## src/rtl/multipit.sv

```systemverilog
`default_nettype none
// ============================================================================
// Module  : multipit
// Brief   : NUM_CH programmable down-counter timers sharing one prescaler,
//           each with reload, one-shot/repeat mode and sticky interrupt flag.
// Revision: 1.0 - initial release
// ============================================================================
module multipit #(
  parameter int NUM_CH     = 4,
  parameter int CNT_W      = 16,
  parameter int PRESCALE_W = 8,
  localparam int CH_W      = (NUM_CH > 1) ? $clog2(NUM_CH) : 1
) (
  input  logic                  clk,
  input  logic                  rst_n,
  input  logic                  enable,
  input  logic [PRESCALE_W-1:0] prescale,
  input  logic                  cfg_we,
  input  logic [CH_W-1:0]       cfg_ch,
  input  logic [CNT_W-1:0]      cfg_reload,
  input  logic                  cfg_repeat,
  input  logic                  cfg_start,
  input  logic [NUM_CH-1:0]     irq_ack,
  input  logic [CH_W-1:0]       rd_ch,
  output logic [CNT_W-1:0]      rd_count,
  output logic [NUM_CH-1:0]     running,
  output logic [NUM_CH-1:0]     irq_pulse,
  output logic [NUM_CH-1:0]     irq_pending,
  output logic                  irq
);

  typedef enum logic [0:0] {
    ST_IDLE = 1'b0,
    ST_RUN  = 1'b1
  } ch_state_e;

  logic [PRESCALE_W-1:0] pre_cnt_q, pre_cnt_d;
  logic                  tick;

  ch_state_e             state_q   [NUM_CH];
  ch_state_e             state_d   [NUM_CH];
  logic [CNT_W-1:0]      count_q   [NUM_CH];
  logic [CNT_W-1:0]      count_d   [NUM_CH];
  logic [CNT_W-1:0]      reload_q  [NUM_CH];
  logic [CNT_W-1:0]      reload_d  [NUM_CH];
  logic [NUM_CH-1:0]     rpt_q, rpt_d;
  logic [NUM_CH-1:0]     pulse_q, pulse_d;
  logic [NUM_CH-1:0]     pending_q, pending_d;
  logic [NUM_CH-1:0]     wr_hit;

  // A compare of >= also catches prescale being lowered below pre_cnt.
  always_comb begin
    tick      = 1'b0;
    pre_cnt_d = pre_cnt_q;
    if (enable) begin
      if (pre_cnt_q >= prescale) begin
        tick      = 1'b1;
        pre_cnt_d = '0;
      end else begin
        pre_cnt_d = pre_cnt_q + 1'b1;
      end
    end
  end

  always_comb begin
    for (int i = 0; i < NUM_CH; i++) begin
      wr_hit[i] = cfg_we && (cfg_ch == CH_W'(i));
    end
  end

  // A write to a channel takes priority over its tick in the same cycle.
  always_comb begin
    for (int i = 0; i < NUM_CH; i++) begin
      state_d[i]   = state_q[i];
      count_d[i]   = count_q[i];
      reload_d[i]  = reload_q[i];
      rpt_d[i]     = rpt_q[i];
      pulse_d[i]   = 1'b0;
      pending_d[i] = pending_q[i] & ~irq_ack[i];

      if (wr_hit[i]) begin
        if (cfg_start) begin
          reload_d[i] = cfg_reload;
          count_d[i]  = cfg_reload;
          rpt_d[i]    = cfg_repeat;
          state_d[i]  = (cfg_reload != '0) ? ST_RUN : ST_IDLE;
        end else begin
          state_d[i]  = ST_IDLE;
        end
      end else if (state_q[i] == ST_RUN && tick) begin
        if (count_q[i] > CNT_W'(1)) begin
          count_d[i] = count_q[i] - CNT_W'(1);
        end else begin
          pulse_d[i]   = 1'b1;
          pending_d[i] = 1'b1;
          if (rpt_q[i]) begin
            count_d[i] = reload_q[i];
          end else begin
            count_d[i] = '0;
            state_d[i] = ST_IDLE;
          end
        end
      end
    end
  end

  always_ff @(posedge clk or negedge rst_n) begin
    if (!rst_n) begin
      pre_cnt_q <= '0;
      rpt_q     <= '0;
      pulse_q   <= '0;
      pending_q <= '0;
      for (int i = 0; i < NUM_CH; i++) begin
        state_q[i]  <= ST_IDLE;
        count_q[i]  <= '0;
        reload_q[i] <= '0;
      end
    end else begin
      pre_cnt_q <= pre_cnt_d;
      rpt_q     <= rpt_d;
      pulse_q   <= pulse_d;
      pending_q <= pending_d;
      for (int i = 0; i < NUM_CH; i++) begin
        state_q[i]  <= state_d[i];
        count_q[i]  <= count_d[i];
        reload_q[i] <= reload_d[i];
      end
    end
  end

  always_comb begin
    rd_count = '0;
    for (int i = 0; i < NUM_CH; i++) begin
      running[i] = (state_q[i] == ST_RUN);
      if (rd_ch == CH_W'(i)) begin
        rd_count = count_q[i];
      end
    end
  end

  assign irq_pulse   = pulse_q;
  assign irq_pending = pending_q;
  assign irq         = |pending_q;

endmodule
`default_nettype wire

```

## config.mk

```make
export PLATFORM = sky130hd
export DESIGN_NAME = multipit
export DESIGN_NICKNAME = d
export VERILOG_FILES = /design/src/rtl/multipit.sv
export SDC_FILE = /design/constraint.sdc
export NUM_CORES = 1
export LEC_CHECK = 0
export CORE_ASPECT_RATIO = 0.5
export CORE_MARGIN = 3
export CORE_UTILIZATION = 53
export CTS_CLUSTER_DIAMETER = 120
export DETAILED_ROUTE_END_ITERATION = 10
export GPL_ROUTABILITY_DRIVEN = 0
export MAX_ROUTING_LAYER = met4
export PLACE_DENSITY = 0.79
export SYNTH_ARGS = -nofsm -noshare
export SYNTH_HDL_FRONTEND = slang
export SYNTH_SLANG_ARGS = --single-unit
```

## constraint.sdc

```tcl
create_clock -name clk -period 4.45 [get_ports clk]
set_clock_uncertainty 0.2 [all_clocks]
set_input_delay 0.445 -clock clk [delete_from_list [all_inputs] [get_ports clk]]
set_output_delay 0.445 -clock clk [all_outputs]
set_load 0.02 [all_outputs]
```

==> results.ini, run 1 <==
[outcome]
status=completed

[layout]
final_common_cell=dfrtp_1
fill_cells=1356
multi_input_area_um2=4920
drive_above_1_share=0.138
diodes=0
regArea_um2=3800
num-nets-final=1061
most-common-layout-cells=152 x dfrtp_1, 140 x nand2_1, 92 x nor2_1
area_delta_synth_final_pct=14.6

[timing]
holdWs_ns=0.281
fmax_mhz=307
tightest_slew_ns=0.973
relSlewSlack=0.347
tns_ns=0
rsz0062_at_grt=false
hold_violations=0
final-setup-viol-count=0
min_period_over_period=0.733
finalMaxSlewViolations=0
min_period_ns=3.26

[floorplan]
start_util=0.549
ioPinCount=67
fp.coreArea_um2=16600
die_area_um2=19000
fp.dieH_um=98.9
die_w_um=192
placementRows=33

[detailed_routing]
routedWlPerCell_um=22.6
drc=0
ant_nets=0
drt_wl_total_um=28200
drt_first_pass_iters=5
via_per_inst=6.59
dr.first_iter.drc_count=984
vias=8212

[yosys]
async_reset_ff_frac=1.00
ys_types=73
yosys_register_bits=152
ys.flop_type=dfrtp_1
syn-num-nets=1030
ys_seq_area_frac=0.416
synth_edf_count=0
syn_avg_cell_area_um2=9.37
ys.warnings.count=0
synth_cells=975
syn-cell-area_um2=9140

[setup_path]
crit_buf_inv=2
required_ns=3.81
cp-end-kind=output pin
cp_cell_sequence=clkdlybuf4s50_1 -> mux4_2 -> clkdlybuf4s50_1
crit_path_max_incr_delay_ns=0.96
cp_common_cell=clkdlybuf4s50_1
critPathArrivalTime_ns=2.62
slowest_stage=clkdlybuf4s50_1
critPathKind=input port to output pin
critPathTopFamily=buffers and inverters
path_max_fanout=16
cp-start-kind=input port

[power_and_ir_drop]
irDropWorstVdd_v=0.000328
leakage_nw=4.35
powerDensity_nw_per_um2=579

[clock_network]
clkSlewWorstSetupHoldPaths_ns=0.07
htree_levels=4
clock_latency_ns=0.43
clockBufferDepth=2
cts_sinks=152
postCtsSetupRepairBufs=0
cts_tree=built
cts_root_buf=clkbuf_16
cts_buffers=17

[grt]
overflow=0
grt_pass1_vias=7891
grt_max_degree=105
grt_pass1_wl_um=44200
antenna_found_initial=0
grt_usage=0.312

[worst_hold_path]
min_path_type=flip-flop to flip-flop

[placement]
dp_hpwl_um=19200
port_buffers=66

[job]
drv_cap=0

cell usage after synthesis, types with 17 or more instances:
cell type / count / area share
xnor2_1: 18 / 0.017
ha_1: 17 / 0.023
nand3_1: 20 / 0.011
o21ai_0: 43 / 0.024
nand2_1: 140 / 0.057
nor2_1: 92 / 0.038
clkbuf_1: 50 / 0.021
nor4_1: 18 / 0.012
xor2_1: 19 / 0.018
inv_1: 29 / 0.012
o31ai_1: 25 / 0.021
dfrtp_1: 152 / 0.42
nor3_1: 22 / 0.012
a21oi_1: 43 / 0.024
mux2_2: 51 / 0.063
a311oi_1: 21 / 0.020
cell families (layout without fill, tap and decap cells):
group / count (synthesis) / in the layout / share of synthesized area
and+or+nand+nor: 368 / 368 / 0.200
AOI/OAI and AO/OA: 225 / 225 / 0.169
xor gates and xnor gates: 37 / 37 / 0.0355
buffers and inverters: 102 / 146 / 0.0463
adders and majority gates: 17 / 17 / 0.0233
DFF: 152 / 152 / 0.416
muxes: 74 / 74 / 0.110
layout make-up:
cell class,count,area share
timing repair buffer,85,0.0770
clock buffer,18,0.0419
tap,227,0.0271
clock inverter,14,0.0107
sequential,152,0.363
inverter,29,0.0104
multi-input combinational,721,0.470
report_power, final:
group	switching, mW	internal (mW)
combinational	1.09	1.04
clock	0.658	0.741
sequential	0.750	1.79
total	2.50	3.56
worst min-delay path, stage by stage, from the launching register on:
cell     delay, ns
dfrtp_1       0.35
nand2_1       0.05
nand2_1       0.05
state kept, by name, summed over array words and instances (netlist names):
signal,flops
running,4
irq_pulse,4
rpt_q,4
reload_q,64
count_q,64
pre_cnt_q,8
irq_pending,4
stage by stage:
stage                     std cells  power [mW]  instance area (um2)  setup WS, ns  utilization
after floorplan                 975        3.82                 9140          1.79            -
after global placement         1213        4.49                 9910          1.04        0.596
after detailed placement       1213        4.59                 9910         0.905        0.596
after CTS                      1246        5.99                10500          1.22        0.630
after global routing           1246        6.36                10500          1.01        0.630
final                          1246        6.06                10500          1.19        0.630
metal layers:
metal / wire [um] / vias to the layer above / track usage
met3: 3420 / 104 / 0.0888
li1: - / 3621 / -
met2: 12300 / 515 / 0.447
met5: 0 / - / -
met1: 11400 / 3972 / 0.419
met4: 1090 / 0 / 0.127
final timing paths:
check                                     to  slack, ns  depth (start not counted)          from
worst max-delay path            rd_count[14]       1.19                          3      rd_ch[1]
worst min-delay path            reload_q[61]       0.28                          2  reload_q[61]
worst max register to register   count_q[30]       1.27                         10  pre_cnt_q[0]
worst min register to register  reload_q[61]       0.28                          2  reload_q[61]
max in group asynchronous       reload_q[29]       2.57                          3         rst_n
min in group asynchronous       irq_pulse[1]       0.50                          2         rst_n
what timing repair did:
| item | in CTS | in global routing |
|---|---|---|
| endpoints found under the setup margin | 0 | 0 |
| hold buffers | 1 | 0 |
| resized for setup | 0 | 0 |
| hold endpoints to repair | 26 | 0 |
No activity file was read; power rests on OpenSTA's default activity.
==> run 2: changes to the inputs <==
- clock period: 4.45 -> 3.41 ns (I/O delays scaled with it)
==> run 2 against run 1 <==
Compared with the run above: the run now ends with design-rule violations left; sequential cell count is the same; design area up 2.5%; first-iteration DRC count increased by 5.0%; worst setup slack worse by 0.65 ns; critical path depth up 7; die area stayed put; power grew 36%; via count grew 2.5%; largest power group unchanged.
==> results.ini, run 2 (same netlist as run 1, synthesis figures left out) <==
[outcome]
status=complete, but fails checks
violations=design-rule violations

[clock_network]
clock_latency_ns=0.43  ; about the same
cts_root_buf=clkbuf_16
postCtsSetupRepairBufs=0  ; unchanged
postCtsResizedCells=0  ; unchanged
clkSlewWorstSetupHoldPaths_ns=0.06  ; about the same
cts_sinks=152  ; unchanged
clockBufferDepth=2  ; unchanged
cts_buffers=17  ; unchanged
cts_tree=built
htree_levels=4  ; unchanged

[detailed_routing]
drt_wl_total_um=28700  ; +1.6%
routedWlPerCell_um=22.6  ; about the same
vias=8416  ; +2.5%
via_per_inst=6.65  ; +0.87%
drt_first_pass_iters=8  ; +3
drc=2  ; +2
ant_nets=0  ; unchanged
dr.first_iter.drc_count=1033  ; +5.0%

[timing]
tightest_slew_ns=0.788  ; -0.185 ns
min_period_over_period=0.842
fmax_mhz=348
tns_ns=0  ; unchanged
finalMaxSlewViolations=0  ; unchanged
relSlewSlack=0.474  ; +0.127
layout_setup_ws_ns=0.539  ; -0.651 ns
rsz0062_at_grt=false
final-setup-viol-count=0  ; unchanged
hold_violations=0  ; unchanged
min_period_ns=2.87

[worst_hold_path]
min_path_type=flip-flop to flip-flop

[grt]
grt_max_degree=71  ; -32%
met2_usage=0.462  ; +0.0147
antenna_found_initial=1  ; +1
grt_pass1_vias=8123  ; +2.9%
overflow=0  ; unchanged
use_met3=0.0821  ; -0.00675
grt_usage=0.317  ; +0.00470
grt.met1_usage=0.429  ; +0.00937
grt_pass1_wl_um=45200  ; +2.2%
busiest_layer=met2

[floorplan]
placementRows=33  ; unchanged
start_util=0.549  ; unchanged
ioPinCount=67  ; unchanged
fp.coreArea_um2=16600  ; unchanged
die_w_um=192  ; unchanged
fp.dieH_um=98.9  ; unchanged
die_area_um2=19000  ; unchanged

[setup_path]
path_max_fanout=17  ; +1
cp-start-kind=flip-flop
required_ns=3.52  ; -0.29 ns
cp-end-kind=flip-flop
critPathKind=flip-flop to flip-flop
critPathArrivalTime_ns=2.98  ; +0.36 ns

[layout]
final_common_cell=dfrtp_1
reg_top3=count_q (64), reload_q (64), pre_cnt_q (8)
most-common-layout-cells=152 x dfrtp_1, 140 x nand2_1, 92 x nor2_1
num-nets-final=1081  ; +1.9%
drive_above_1_share=0.151  ; +0.0129
area_delta_synth_final_pct=17.5

[placement]
dp_hpwl_um=19600  ; +2.2%
port_buffers=66  ; unchanged
pre_cts_ws_ns=0.258  ; -0.647 ns

[power_and_ir_drop]
irDropWorstVdd_v=0.000442  ; +35%
leakage_nw=4.50  ; +3.5%
powerDensity_nw_per_um2=766  ; +32%

[job]
drv_cap=0  ; unchanged

run 2: cell count changes in the layout (fill, tap and decap cells not counted):
cell and delta:
buf_12 +2, buf_4 +18, bufinv_16 +5, clkbuf_1 +3
clkbuf_8 -1, clkinv_2 -1, clkinv_4 +1, clkinvlp_4 -3
diode_2 +1, inv_6 -4, inv_8 -1
run 2: path summary, 6_finish.rpt:
path / startpoint / endpoint / slack [ns] / cells past startpoint
max: pre_cnt_q[0] / count_q[38] / 0.54 / 10
min: reload_q[61] / reload_q[61] / 0.28 / 2
max reg2reg: pre_cnt_q[0] / count_q[38] / 0.54 / 10
max in group asynchronous: rst_n / count_q[24] / 1.87 / 3
min reg2reg: reload_q[61] / reload_q[61] / 0.28 / 2
min in group asynchronous: rst_n / reload_q[36] / 0.30 / 2
run 2: critical path, stage by stage, from the launching register on:
cell,delay (ns)
dfrtp_1,0.39
inv_1,0.09
ha_1,0.27
nand2b_1,0.14
a2111oi_0,0.47
o221ai_1,0.19
buf_4,0.24
a41oi_4,0.27
buf_4,0.26
nor2b_1,0.17
a21oi_1,0.06
run 2: layout make-up:
type / instances / area [um2]
multi-input combinational: 721 / 4920
clock inverter: 11 / 198
sequential: 152 / 3800
timing repair buffer: 105 / 982
inverter: 29 / 109
clock buffer: 20 / 437
antenna: 1 / 2.50
fill: 1290 / 5900
tap: 227 / 284
run 2: metal layers:
layer	vias to the layer above	routed length (um)
met5	-	0
met4	0	1050
met3	113	3690
met2	578	12400
met1	4076	11500
li1	3649	-
run 2: repair_timing:
action                                 in CTS  in global routing
setup endpoints to repair                   0                  0
endpoints found under the hold margin      68                  0
hold buffers                                1                  0
run 2: report_power, final:
group | internal, mW | total (mW) | switching, mW
Sequential | 2.33 | 3.35 | 1.02
Clock | 1.30 | 2.07 | 0.770
Combinational | 1.37 | 2.81 | 1.44
Total | 5.00 | 8.23 | 3.23
run 2: through the flow:
stage	instances	power, mW	utilization	cell area (um2)	hold WS (ns)
detailed placement	1233	6.04	0.606	10100	0.202
CTS	1265	8.13	0.645	10700	0.279
floorplan	975	4.98	-	9140	-0.155
global route	1265	8.62	0.645	10700	0.298
global placement	1233	5.91	0.606	10100	0.197
finish	1266	8.23	0.645	10700	0.277
==> run 3: changes to the inputs <==
- PLACE_DENSITY: 0.79 -> 0.82
- clock period: 3.41 -> 2.6 ns (I/O delays scaled with it)
==> run 3 against run 2 <==
Compared with the run above: the flow finishes with violations (negative setup slack); utilization up 5.0 points; register-to-register slack lost 0.66 ns; die area did not move; design area increased by 7.7%; fmax increased by 5.6%; critical path type unchanged.
==> results.ini, run 3 (same netlist as run 1, synthesis figures left out) <==
[layout]
reg_top3=count_q (64), reload_q (64), pre_cnt_q (8)
regArea_um2=3800  ; about the same
multi_input_area_um2=5120  ; +4.1%
final_common_cell=dfrtp_1
area_delta_synth_final_pct=26.5
num-nets-final=1155  ; +6.8%
fill_cells=1103  ; -14%
final_core_util=0.695  ; +0.0496
drive_above_1_share=0.229  ; +0.0779
most-common-layout-cells=151 x dfrtp_1, 137 x nand2_1, 94 x buf_4

[clock_network]
clkSlewWorstSetupHoldPaths_ns=0.07  ; about the same
cts_tree=built
cts_sinks=152  ; unchanged
htree_levels=4  ; unchanged
cts_root_buf=clkbuf_16
cts_buffers=17  ; unchanged
clockBufferDepth=2  ; unchanged
clock_latency_ns=0.43  ; about the same

[power_and_ir_drop]
p_int_mw=6.72  ; +34%
pwr-share-clk=0.224  ; -0.028
power_frac_seq=0.363  ; -0.044
power_switching_mw=4.77  ; +48%
swShare=0.415  ; +0.0233
powerDensity_nw_per_um2=994  ; +30%
p_comb_frac=0.413  ; +0.072
irDropWorstVdd_v=0.000520  ; +18%
leakage_nw=4.94  ; +9.7%

[timing]
min_period_over_period=1.05  ; +0.204
layout_setup_ws_ns=-0.119  ; -0.658 ns
fmax_mhz=368  ; +5.6%
holdWs_ns=0.122  ; -0.155 ns
final-setup-viol-count=15  ; +15
min_period_ns=2.72  ; -0.152 ns
rsz0062_at_grt=true
hold_violations=0  ; unchanged
tns_ns=-0.619  ; -0.619 ns
finalMaxSlewViolations=0  ; unchanged
relSlewSlack=0.502  ; +0.0284
tightest_slew_ns=0.747  ; -0.0408 ns

[detailed_routing]
drt_first_pass_iters=6  ; -2
vias=9262  ; +10%
drc=0  ; -2
routedWlPerCell_um=24.7  ; +9.1%
via_per_inst=6.90  ; +3.8%
dr.first_iter.drc_count=1411  ; +37%
drt_wl_total_um=33100  ; +16%
ant_nets=0  ; unchanged

[setup_path]
cp_common_cell=buf_6
path_max_fanout=8  ; -9
cp-start-kind=flip-flop
critPathArrivalTime_ns=2.83  ; -0.15 ns
required_ns=2.71  ; -0.81 ns
cp-end-kind=flip-flop
cp_cell_sequence=ha_1 -> a2111oi_4 -> o221ai_4 -> buf_6 -> a41oi_4 -> buf_6 -> buf_12 -> nand2_1 -> o31ai_1
slowest_stage=dfrtp_2
crit_path_max_incr_delay_ns=0.45  ; -0.02 ns
critPathKind=flip-flop to flip-flop

[floorplan]
fp.coreArea_um2=16600  ; unchanged
fp.dieH_um=98.9  ; unchanged
start_util=0.549  ; unchanged
die_area_um2=19000  ; unchanged
ioPinCount=67  ; unchanged
placementRows=33  ; unchanged
die_w_um=192  ; unchanged

[grt]
grt_max_degree=48  ; -32%
grt_pass1_vias=8516  ; +4.8%
antenna_found_initial=2  ; +1
grt_pass1_wl_um=48700  ; +7.8%
grt_usage=0.344  ; +0.0267
overflow=0  ; unchanged

[job]
drv_cap=0  ; unchanged

[outcome]
violations=negative setup slack
status=complete, but fails checks

[placement]
port_buffers=66  ; unchanged
dp_hpwl_um=21600  ; +10%
pre_cts_ws_ns=-0.301  ; -0.559 ns

[worst_hold_path]
min_path_type=input port to asynchronous set/reset pin

run 3: stage by stage:
step                      instances  power (mW)  area, um2
final                          1342        11.5      11600
after global routing           1342        11.9      11600
after CTS                      1329        11.0      11200
after detailed placement       1296        8.37      10600
after global placement         1296        8.14      10600
after floorplan                 975        6.55       9150
run 3: worst paths after layout:
kind / start / to / slack (ns) / cells after the start
max in group asynchronous: rst_n / count_q[0] / 1.36 / 3
max reg2reg: pre_cnt_q[1] / count_q[39] / -0.12 / 9
max: pre_cnt_q[1] / count_q[39] / -0.12 / 9
min reg2reg: reload_q[56] / reload_q[56] / 0.28 / 2
min: rst_n / irq_pulse[1] / 0.12 / 2
min in group clk: irq_ack[3] / irq_pending[3] / 0.21 / 2
run 3: worst max-delay path: cells and delay by family, from the launching register on:
family	cells	cell delay, ns
and+or+nand+nor	1	0.06
adders and majority gates	1	0.32
DFF	1	0.45
buffers and inverters	3	0.51
AOI/OAI and AO/OA	4	1.04
run 3: layout make-up:
cell class,instances,area share
diodes,2,0.000433
clock buffers,17,0.0368
clock inverters,15,0.0143
inverters,29,0.00941
multi-input cells,721,0.443
flip-flops and latches,152,0.329
well taps,227,0.0246
repair buffers,179,0.142
run 3: power by group through the flow:
stage	clock network [mW]	registers, mW	logic (mW)
finish	2.58	4.17	4.74
detailed placement	0	4.06	4.32
global route	2.68	4.19	5.04
CTS	2.54	4.04	4.38
floorplan	0	3.75	2.80
global placement	0	4.02	4.12
run 3: what timing repair did:
item                                    CTS  global route
endpoints found under the hold margin   111             0
endpoints found under the setup margin   17            65
resized for setup                         1            45
gates cloned                              0             5
hold buffers                              1             0
setup buffers                             0             6
pin swaps                                 1             7
run 3: per-layer routing:
| metal | global-route usage | wire length (um) | vias up |
|---|---|---|---|
| li1 | - | - | 3820 |
| met1 | 0.440 | 12000 | 4402 |
| met2 | 0.493 | 13900 | 788 |
| met3 | 0.116 | 4810 | 252 |
| met4 | 0.161 | 2410 | 0 |
| met5 | - | 0 | - |
